--- config.mk ---
export PLATFORM = sky130hd
export DESIGN_NAME = socd_cleaner_mp
export DESIGN_NICKNAME = d
export VERILOG_FILES = /design/src/rtl/socd_cleaner_mp_pkg.sv /design/src/rtl/socd_cleaner_mp_axis.sv /design/src/rtl/socd_cleaner_mp.sv
export SDC_FILE = /design/constraint.sdc
export NUM_CORES = 1
export LEC_CHECK = 0
export ABC_AREA = 1
export CAP_MARGIN = 40
export CORE_MARGIN = 2
export CORE_UTILIZATION = 25
export CTS_CLUSTER_DIAMETER = 150
export DETAILED_ROUTE_END_ITERATION = 12
export GPL_TIMING_DRIVEN = 0
export SKIP_LAST_GASP = 1
export SLEW_MARGIN = 20
export SYNTH_ARGS = -nofsm -noshare
export SYNTH_HDL_FRONTEND = slang
export SYNTH_SLANG_ARGS = --single-unit
--- constraint.sdc ---
create_clock -name clk -period 0.9 [get_ports clk]
set_input_delay 0.09 -clock clk [delete_from_list [all_inputs] [get_ports clk]]
set_output_delay 0.09 -clock clk [all_outputs]
set_load 0.02 [all_outputs]
--- src/rtl/socd_cleaner_mp_pkg.sv ---
// socd_pkg: shared types and constants for the SOCD cleaner.
//   DIR_*   : bit masks of one player's direction nibble {up,down,left,right}.
//   mode_t  : per-axis resolution mode (code 3 and codes above 5 are unused).
//   hist_t  : history register contents for the stateful modes.
//   axis_t  : axis selector used by the optional four-way stage.
package socd_pkg;

    localparam logic [3:0] DIR_UP    = 4'b1000;
    localparam logic [3:0] DIR_DOWN  = 4'b0100;
    localparam logic [3:0] DIR_LEFT  = 4'b0010;
    localparam logic [3:0] DIR_RIGHT = 4'b0001;

    typedef enum logic [2:0] {
        MODE_NEUTRAL   = 3'd0,
        MODE_FAVOR_A   = 3'd1,
        MODE_FAVOR_B   = 3'd2,
        MODE_LAST_WIN  = 3'd4,
        MODE_FIRST_WIN = 3'd5
    } mode_t;

    typedef enum logic [1:0] {
        HIST_NONE = 2'd0,
        HIST_A    = 2'd1,
        HIST_B    = 2'd2
    } hist_t;

    typedef enum logic {
        AXIS_V = 1'b0,
        AXIS_H = 1'b1
    } axis_t;

endpackage

--- src/rtl/socd_cleaner_mp_axis.sv ---
// socd_axis: resolves one opposing pair (A = up/left, B = down/right).
// The cleaned pair is combinational from the current input and the stored
// history; the parent registers it. History and previous-input registers
// advance only on ce_i.
//   clk, rst_n : clock, asynchronous active-low reset
//   ce_i       : sample enable
//   a_i, b_i   : raw pair
//   a_o, b_o   : cleaned pair (unregistered)
//   rise_o     : either bit of the pair rose in this sample
module socd_axis
    import socd_pkg::*;
#(
    parameter mode_t MODE = MODE_NEUTRAL
) (
    input  logic clk,
    input  logic rst_n,
    input  logic ce_i,
    input  logic a_i,
    input  logic b_i,
    output logic a_o,
    output logic b_o,
    output logic rise_o
);

    logic  prev_a_q, prev_b_q;
    hist_t hist_q, hist_d;
    logic  rise_a, rise_b;

    always_comb begin
        rise_a = a_i & ~prev_a_q;
        rise_b = b_i & ~prev_b_q;
        rise_o = rise_a | rise_b;
        hist_d = HIST_NONE;
        a_o    = a_i;
        b_o    = b_i;
        case (MODE)
            MODE_FAVOR_A: if (a_i && b_i) b_o = 1'b0;
            MODE_FAVOR_B: if (a_i && b_i) a_o = 1'b0;
            MODE_LAST_WIN: begin
                // A lone held bit always becomes the "last" one, which also
                // covers release of the opposite bit.
                if (a_i && !b_i)      hist_d = HIST_A;
                else if (b_i && !a_i) hist_d = HIST_B;
                else if (a_i && b_i) begin
                    if (rise_a && rise_b) hist_d = HIST_NONE;
                    else if (rise_a)      hist_d = HIST_A;
                    else if (rise_b)      hist_d = HIST_B;
                    else                  hist_d = hist_q;
                    a_o = (hist_d == HIST_A);
                    b_o = (hist_d == HIST_B);
                end
            end
            MODE_FIRST_WIN: begin
                if (a_i && !b_i)      hist_d = HIST_A;
                else if (b_i && !a_i) hist_d = HIST_B;
                else if (a_i && b_i) begin
                    // Both arriving together from empty has no winner.
                    hist_d = (!prev_a_q && !prev_b_q) ? HIST_NONE : hist_q;
                    a_o    = (hist_d == HIST_A);
                    b_o    = (hist_d == HIST_B);
                end
            end
            default: if (a_i && b_i) begin
                a_o = 1'b0;
                b_o = 1'b0;
            end
        endcase
    end

    always_ff @(posedge clk or negedge rst_n) begin
        if (!rst_n) begin
            prev_a_q <= 1'b0;
            prev_b_q <= 1'b0;
            hist_q   <= HIST_NONE;
        end else if (ce_i) begin
            prev_a_q <= a_i;
            prev_b_q <= b_i;
            hist_q   <= hist_d;
        end
    end

endmodule

--- src/rtl/socd_cleaner_mp.sv ---
// socd_cleaner_mp: registered multi-player SOCD cleaner.
// Optional macro SOCD_FOURWAY_EN: restrict each player to a single axis,
// preferring the axis with the most recent rise.
//   clk         : core clock
//   reset_n     : asynchronous active-low reset
//   ce          : sample enable; all state holds while low
//   joy_in      : per player {up,down,left,right}, player p at [4p+3:4p]
//   joy_out     : cleaned directions, same packing, one ce-clock latency
//   socd_active : player p held an opposing pair at the last sample
module socd_cleaner_mp
    import socd_pkg::*;
#(
    parameter int    NUM_PLAYERS = 2,
    parameter mode_t V_MODE      = MODE_NEUTRAL,
    parameter mode_t H_MODE      = MODE_NEUTRAL
) (
    input  logic                     clk,
    input  logic                     reset_n,
    input  logic                     ce,
    input  logic [4*NUM_PLAYERS-1:0] joy_in,
    output logic [4*NUM_PLAYERS-1:0] joy_out,
    output logic [NUM_PLAYERS-1:0]   socd_active
);

    logic [4*NUM_PLAYERS-1:0] joy_out_q, joy_out_d;
    logic [NUM_PLAYERS-1:0]   socd_q, socd_d;

    for (genvar p = 0; p < NUM_PLAYERS; p++) begin : g_player
        logic v_a, v_b, h_a, h_b, v_rise, h_rise;

        socd_axis #(.MODE(V_MODE)) u_v (
            .clk(clk), .rst_n(reset_n), .ce_i(ce),
            .a_i(joy_in[4*p+3]), .b_i(joy_in[4*p+2]),
            .a_o(v_a), .b_o(v_b), .rise_o(v_rise)
        );

        socd_axis #(.MODE(H_MODE)) u_h (
            .clk(clk), .rst_n(reset_n), .ce_i(ce),
            .a_i(joy_in[4*p+1]), .b_i(joy_in[4*p]),
            .a_o(h_a), .b_o(h_b), .rise_o(h_rise)
        );

        assign socd_d[p] = (joy_in[4*p+3] & joy_in[4*p+2]) |
                           (joy_in[4*p+1] & joy_in[4*p]);

`ifdef SOCD_FOURWAY_EN
        axis_t sel_q, sel_d;
        logic  v_any, h_any;

        always_comb begin
            v_any = v_a | v_b;
            h_any = h_a | h_b;
            sel_d = sel_q;
            // A rise on exactly one axis moves the selection; a lone
            // surviving axis always wins and claims the selection.
            if (v_rise && !h_rise)      sel_d = AXIS_V;
            else if (h_rise && !v_rise) sel_d = AXIS_H;
            if (v_any && !h_any)        sel_d = AXIS_V;
            else if (h_any && !v_any)   sel_d = AXIS_H;
        end

        always_ff @(posedge clk or negedge reset_n) begin
            if (!reset_n)  sel_q <= AXIS_V;
            else if (ce)   sel_q <= sel_d;
        end

        assign joy_out_d[4*p +: 4] = (sel_d == AXIS_V) ? {v_a, v_b, 2'b00}
                                                       : {2'b00, h_a, h_b};
`else
        logic unused_rise;
        assign unused_rise = v_rise ^ h_rise;
        assign joy_out_d[4*p +: 4] = {v_a, v_b, h_a, h_b};
`endif
    end

    always_ff @(posedge clk or negedge reset_n) begin
        if (!reset_n) begin
            joy_out_q <= '0;
            socd_q    <= '0;
        end else if (ce) begin
            joy_out_q <= joy_out_d;
            socd_q    <= socd_d;
        end
    end

    assign joy_out     = joy_out_q;
    assign socd_active = socd_q;

endmodule
==> summary.txt, run 1 <==
Run status
  • Outcome: completed

Clocking
  • CTS Root Cell: clkbuf_4
  • TritonCTS Buffers: 3
  • Num Clock Sinks: 10
  • Clock transition at path regs: 0.06 ns
  • Clock network latency to the later pin of the worst-skew pair: 0.26 ns
  • CTS tree: done
  • Clock Tree Buf Depth: 2
  • H-tree Lvls: 1

Synth
  • Syn Inst Count: 56
  • Syn_nets: 67
  • Synth Area in Compound Gates: 0%
  • Post-synthesis sequential area ratio: 57.47%
  • Post-synthesis xor/xnor area fraction: 0%
  • Largest family of logic cells by synthesized area: simple AND/OR/NAND/NOR gates
  • Simple-Gate Fraction of Synth Area: 37.36%
  • Synth warnings: 0
  • Area of the mapped netlist: 435.4 um2
  • Synth Area per Inst: 7.775 um2
  • Cell variety after synth: 8
  • Synth Area in Adders: 0%
  • Synth area leader: dfrtp_1
  • Top cells by area, synth: dfrtp_1 (57%), nand2_1 (28%), nor2_1 (5.2%), buf_6 (2.6%), nand3_1 (2.3%)
  • Multiplexer share of the synthesized area: 0%
  • Top-area cell type share of the netlist area: 57.47%
  • Post-synthesis register bit count: 10

Setup path
  • Largest stage delay on the critical path: 0.40 ns
  • Startpoint Class: flop
  • CP arrival: 0.79 ns
  • Crit path buf inv count: 1
  • Critical Path Sink Type: output pin
  • Maximum fanout along the worst path: 2
  • Top delay family on crit path: flip-flops
  • Worst path required time: 0.81 ns
  • Kind of critical path: flop to output pin
  • Critical path's slowest cell: dfrtp_1
  • Worst path cell trace: buf_6

Timing
  • Setup_tns: 0 ns
  • Fin worst setup slack: 0.01700 ns
  • Final setup fails: 0
  • Hold slack: 0.1635 ns
  • Crit path time final: 0.8830 ns
  • Slew Limit Fails: 0
  • Hold Fails Final Rpt: 0
  • Worst Skew: 0 ns
  • Final worst-path cycle share: 98.11%
  • Max frequency: 1133 MHz
  • Slew margin rel.: 67.00%
  • RSZ-0062 raised after global routing: yes
  • Tightest Pin Transition: 0.4934 ns

Route
  • Vias per cell: 4.296
  • Routed vias: 421
  • DRC: 0
  • Drt initial violations: 1
  • DRT Pass-1 Iters: 3
  • Wire per inst: 10.12 um
  • Routed WL: 992 um
  • DRT antenna net count: 0

Placement
  • HPWL reported at the end of detailed placement: 715.8 um
  • Port Buffers: 20
  • Placer Congestion: 0.7293
  • DP Worst Slack: -0.3034 ns

Power and ir drop
  • Worst vdd ir: 530.5 uV
  • Total power: 0.001076 W
  • LEAKAGE: 0.3894 nW
  • PD cells: 1525 nW/um2

Floorplanning
  • Core ar.: 1689 um2
  • Rows: 15
  • Die Y: 45.74 um
  • I/O pins: 21
  • Die Area: 2092 um2
  • Initial cell density of the core: 25.78%
  • DIE WIDTH: 45.74 um

Layout
  • Ant diodes: 0
  • Post-layout util: 41.78%
  • Most frequent cells in the layout: nand2_1 (33), buf_6 (11), dfrtp_1 (10), clkdlybuf4s50_1 (9), nor2_1 (6)
  • Most common cell after layout, fill and taps aside: nand2_1
  • Share of cells above drive strength 1: 22.22%
  • Number of fill cells: 177
  • Final #Nets: 94
  • Layout overhead on the synthesized area: 62.07%

Global route
  • All-Layer GR Usage: 10.97%
  • Vias in the first global route: 379
  • Remaining Overflow, GRT: 0
  • Initial antenna violation count: 0
  • First-pass GRT wire length: 1573 um
  • Maximum number of pins on one net before global-route repair: 11

Run
  • Max cap viols: 0

Hold path
  • Hold WC Path Type: primary input to asynchronous set/reset pin
[worst register-to-register path, cell delays in order, from the launching register on]
cell	delay, ns
dfrtp_1	0.39
buf_4	0.14
nand2_1	0.05
nand2_1	0.05
[metal layers]
metal / track usage, % / wire (um) / vias up
met4: 6.857 / 10 / 0
met3: 3.571 / 55 / 2
met5: 0 / 0 / -
met2: 16.06 / 459 / 14
met1: 13.83 / 466 / 184
li1: - / - / 221
[registers in the layout, summed over array words and instances (netlist names)]
signal	flops
joy_out	8
socd_active	2
[layout make-up]
class | instances | area [um2] | area share (%)
Clock buffer | 3 | 22.52 | 3.191
Sequential cell | 10 | 250.2 | 35.46
Multi-Input combinational cell | 42 | 162.7 | 23.05
Timing Repair Buffer | 22 | 226.5 | 32.09
Buffer | 1 | 11.26 | 1.596
Tap cell | 17 | 21.27 | 3.014
Inverter | 3 | 11.26 | 1.596
[cells in the mapped netlist]
cell type  number
nand3_1         2
inv_1           2
dfrtp_1        10
inv_2           1
buf_6           1
nand2_1        33
nor2_1          6
nand2_2         1
[power by group]
part	switching (W)	internal (W)
sequential	0.0000258	0.000487
combinational	0.000127	0.000141
clock	0.000141	0.000154
total	0.000294	0.000782
[path summary, 6_finish.rpt]
check	startpoint	to	slack [ns]	depth (start not counted)
worst max-delay path	socd_active[0]	socd_active[0]	0.02	1
worst min-delay path	reset_n	joy_out[0]	0.16	1
max in group asynchronous	reset_n	joy_out[7]	0.40	1
min in group clk	ce	joy_out[0]	0.32	3
worst max register to register	joy_out[5]	joy_out[5]	0.17	3
worst min register to register	joy_out[3]	joy_out[3]	0.50	2
[per-stage QoR]
| step | instance area (um2) | instances |
|---|---|---|
| 3_3_place_gp | 656.9 | 93 |
| 5_1_grt | 705.7 | 98 |
| 4_1_cts | 628.1 | 96 |
| 2_1_floorplan | 435.4 | 56 |
| 6_report | 705.7 | 98 |
| 3_5_place_dp | 656.9 | 93 |
[cell families after synthesis]
group | count (synthesis)
AND/OR/NAND/NOR | 42
buffers and inverters | 4
flip-flops | 10
[what timing repair did]
item / 4_1_cts / 5_1_grt
setup buffers: 0 / 2
gates resized for setup: 41 / 20
hold buffers: 0 / 0
endpoints found under the setup margin: 20 / 10
Power figures use the tool's default switching activity.
==> run 2, diff against run 1 <==
--- a/config.mk
+++ b/config.mk
@@ -6,6 +6,7 @@
 export NUM_CORES = 1
 export LEC_CHECK = 0
 export ABC_AREA = 1
+export ABC_CLOCK_PERIOD_IN_PS = 900
 export CAP_MARGIN = 40
 export CORE_MARGIN = 2
 export CORE_UTILIZATION = 25
==> results of run 2 <==
Final layout, timing and power as in run 1 (identical DEF).
==> run 3, diff against run 2 <==
--- a/config.mk
+++ b/config.mk
@@ -6,13 +6,14 @@
 export NUM_CORES = 1
 export LEC_CHECK = 0
 export ABC_AREA = 1
-export ABC_CLOCK_PERIOD_IN_PS = 900
+export ABC_CLOCK_PERIOD_IN_PS = 1010
 export CAP_MARGIN = 40
 export CORE_MARGIN = 2
 export CORE_UTILIZATION = 25
 export CTS_CLUSTER_DIAMETER = 150
 export DETAILED_ROUTE_END_ITERATION = 12
 export GPL_TIMING_DRIVEN = 0
+export SETUP_SLACK_MARGIN = 0.02
 export SKIP_LAST_GASP = 1
 export SLEW_MARGIN = 20
 export SYNTH_ARGS = -nofsm -noshare
==> constraint.sdc (replaced) <==
create_clock -name clk -period 1.01 [get_ports clk]
set_input_delay 0.101 -clock clk [delete_from_list [all_inputs] [get_ports clk]]
set_output_delay 0.101 -clock clk [all_outputs]
set_load 0.02 [all_outputs]
==> run 3 against run 2 <==
Compared with the run above: cell count decreased by 2.0%; clock skew unchanged; highest routed layer unchanged; global-route usage decreased by 0.16 points; combinational power decreased by 28%; clock-buffer cell count unchanged; largest power group unchanged; cell area decreased by 10%; utilization decreased by 4.4 points; flip-flop and latch count unchanged; register-to-register slack improved by 0.23 ns; first-iteration DRC count increased to 4.0 times the previous value; via count decreased by 0.71%; sequential share of layout area increased by 4.1 points.
==> summary.txt, run 3 (same netlist as run 1, synthesis figures left out) <==
Setup path
  • Maximum fanout along the worst path: 2 (unchanged)
  • Startpoint Class: flop (unchanged)
  • Worst path required time: 0.91 ns (was 0.81 ns)
  • Top delay family on crit path: flip-flops (unchanged)
  • Crit path buf inv count: 1 (unchanged)
  • Largest stage delay on the critical path: 0.39 ns (was 0.40 ns)
  • Worst path cell trace: buf_2 (was buf_6)
  • Critical Path Sink Type: output pin (unchanged)
  • Critical path's slowest cell: dfrtp_1 (unchanged)
  • CP arrival: 0.81 ns (was 0.79 ns)
  • Kind of critical path: flop to output pin (unchanged)

Floorplanning
  • Core ar.: 1689 um2 (unchanged)
  • Rows: 15 (unchanged)
  • DIE WIDTH: 45.74 um (unchanged)
  • Die Area: 2092 um2 (unchanged)
  • Die Y: 45.74 um (unchanged)
  • I/O pins: 21 (unchanged)
  • Initial cell density of the core: 25.78% (unchanged)

Route
  • DRT Pass-1 Iters: 4 (was 3)
  • DRC: 0 (unchanged)
  • Routed vias: 418 (was 421)
  • DRT antenna net count: 0 (unchanged)
  • Drt initial violations: 4 (was 1)
  • Vias per cell: 4.354 (was 4.296)
  • Wire per inst: 10.16 um (was 10.12 um)
  • Routed WL: 975 um (was 992 um)

Clocking
  • CTS tree: done (unchanged)
  • Clock network latency to the later pin of the worst-skew pair: 0.26 ns (about the same)
  • H-tree Lvls: 1 (unchanged)
  • CTS Root Cell: clkbuf_4 (unchanged)
  • Postcts setup bufs: 0 (unchanged)
  • Clock transition at path regs: 0.06 ns (about the same)
  • Num Clock Sinks: 10 (unchanged)
  • Clock Tree Buf Depth: 2 (unchanged)
  • TritonCTS Buffers: 3 (unchanged)

Global route
  • Vias in the first global route: 378 (was 379)
  • Maximum number of pins on one net before global-route repair: 11 (unchanged)
  • Initial antenna violation count: 0 (unchanged)
  • All-Layer GR Usage: 10.80% (was 10.97%)
  • First-pass GRT wire length: 1545 um (was 1573 um)
  • Remaining Overflow, GRT: 0 (unchanged)

Layout
  • Final #Nets: 92 (was 94)
  • Layout overhead on the synthesized area: 45.11% (was 62.07%)
  • Ant diodes: 0 (unchanged)
  • Post-layout util: 37.41% (was 41.78%)
  • Most common cell after layout, fill and taps aside: nand2_1 (unchanged)
  • Most frequent cells in the layout: nand2_1 (33), dfrtp_1 (10), buf_2 (10), clkdlybuf4s50_1 (9), nor2_1 (6) (was nand2_1 (33), buf_6 (11), dfrtp_1 (10), clkdlybuf4s50_1 (9), nor2_1 (6))
  • Share of cells above drive strength 1: 20.25% (was 22.22%)
  • Max reg flops: 8 (unchanged)
  • Final Instance Area: 631.9 um2 (was 705.7 um2)
  • Number of fill cells: 181 (was 177)

Power and ir drop
  • LEAKAGE: 0.3736 nW (was 0.3894 nW)
  • Total power: 0.0009089 W (was 0.001076 W)
  • Worst vdd ir: 468.9 uV (was 530.5 uV)
  • PD cells: 1439 nW/um2 (was 1525 nW/um2)

Placement
  • Port Buffers: 20 (unchanged)
  • Placer Congestion: 0.7293 (unchanged)
  • HPWL reported at the end of detailed placement: 715.8 um (unchanged)
  • DP Area: 656.9 um2 (unchanged)
  • DP Worst Slack: -0.2044 ns (was -0.3034 ns)

Timing
  • Slew Limit Fails: 0 (unchanged)
  • Final setup fails: 0 (unchanged)
  • Tightest Pin Transition: 0.4892 ns (was 0.4934 ns)
  • Hold slack: 0.1706 ns (was 0.1635 ns)
  • Slew margin rel.: 67.28% (was 67.00%)
  • Hold Fails Final Rpt: 0 (unchanged)
  • Fin worst setup slack: 0.1022 ns (was 0.01700 ns)
  • Max frequency: 1102 MHz
  • Worst Skew: 0 ns (unchanged)
  • Crit path time final: 0.9078 ns
  • Final worst-path cycle share: 89.89%
  • RSZ-0062 raised after global routing: no (was yes)

Run
  • Max cap viols: 0 (unchanged)

Hold path
  • Hold WC Path Type: primary input to asynchronous set/reset pin (unchanged)

Run status
  • Outcome: completed (unchanged)
==> run 3: cell types whose count changed in the layout (fill, tap and decap cells not counted) <==
cell / before / now
dlygate4sd2_1: 1 / 0
dlymetal6s2s_1: 0 / 1
buf_6: 11 / 1
buf_2: 0 / 10
buf_4: 2 / 0
==> run 3: final timing paths <==
| check | from | endpoint | slack, ns | cells past startpoint |
|---|---|---|---|---|
| worst max-delay path | socd_active[0] | socd_active[0] | 0.10 | 1 |
| worst min-delay path | reset_n | joy_out[0] | 0.17 | 1 |
| worst max register to register | socd_active[0] | socd_active[0] | 0.40 | 2 |
| worst min register to register | joy_out[3] | joy_out[3] | 0.47 | 2 |
| max in group asynchronous | reset_n | joy_out[7] | 0.51 | 1 |
| min in group clk | ce | joy_out[0] | 0.22 | 3 |
==> run 3: through the flow <==
stage / setup TNS [ns] / cells
2_1_floorplan: 0 / 56
3_3_place_gp: -2.203 / 93
3_5_place_dp: -2.152 / 93
4_1_cts: -0.002534 / 96
5_1_grt: 0 / 96
6_report: 0 / 96
==> run 3: final cells by class <==
cell class	instances	area (um2)	share of cell area, %
multi-input cells	42	162.7	25.74
flip-flops and latches	10	250.2	39.60
clock buffers	3	22.52	3.564
inverters	3	11.26	1.782
repair buffers	20	152.6	24.16
plain buffers	1	11.26	1.782
well taps	17	21.27	3.366
==> run 3: what timing repair did <==
action                                  CTS  global route
resized for setup                        37             4
hold buffers                              0             0
endpoints found under the setup margin   10             7
==> run 3: where the power goes <==
part           leakage [nW]  total (W)  switching (W)  internal, W
sequential            0.129   0.000448      0.0000150     0.000433
clock                0.0138   0.000267       0.000130     0.000137
combinational         0.231   0.000194       0.000112    0.0000815
total                 0.374   0.000909       0.000257     0.000652
==> run 3: metal layers <==
| metal | track usage [%] | vias to the layer above | part of all wire, % |
|---|---|---|---|
| li1 | - | 218 | - |
| met1 | 13.33 | 182 | 48 |
| met2 | 16.06 | 14 | 43 |
| met3 | 3.571 | 4 | 7.2 |
| met4 | 6.857 | 0 | 1.4 |
| met5 | 0 | - | 0 |
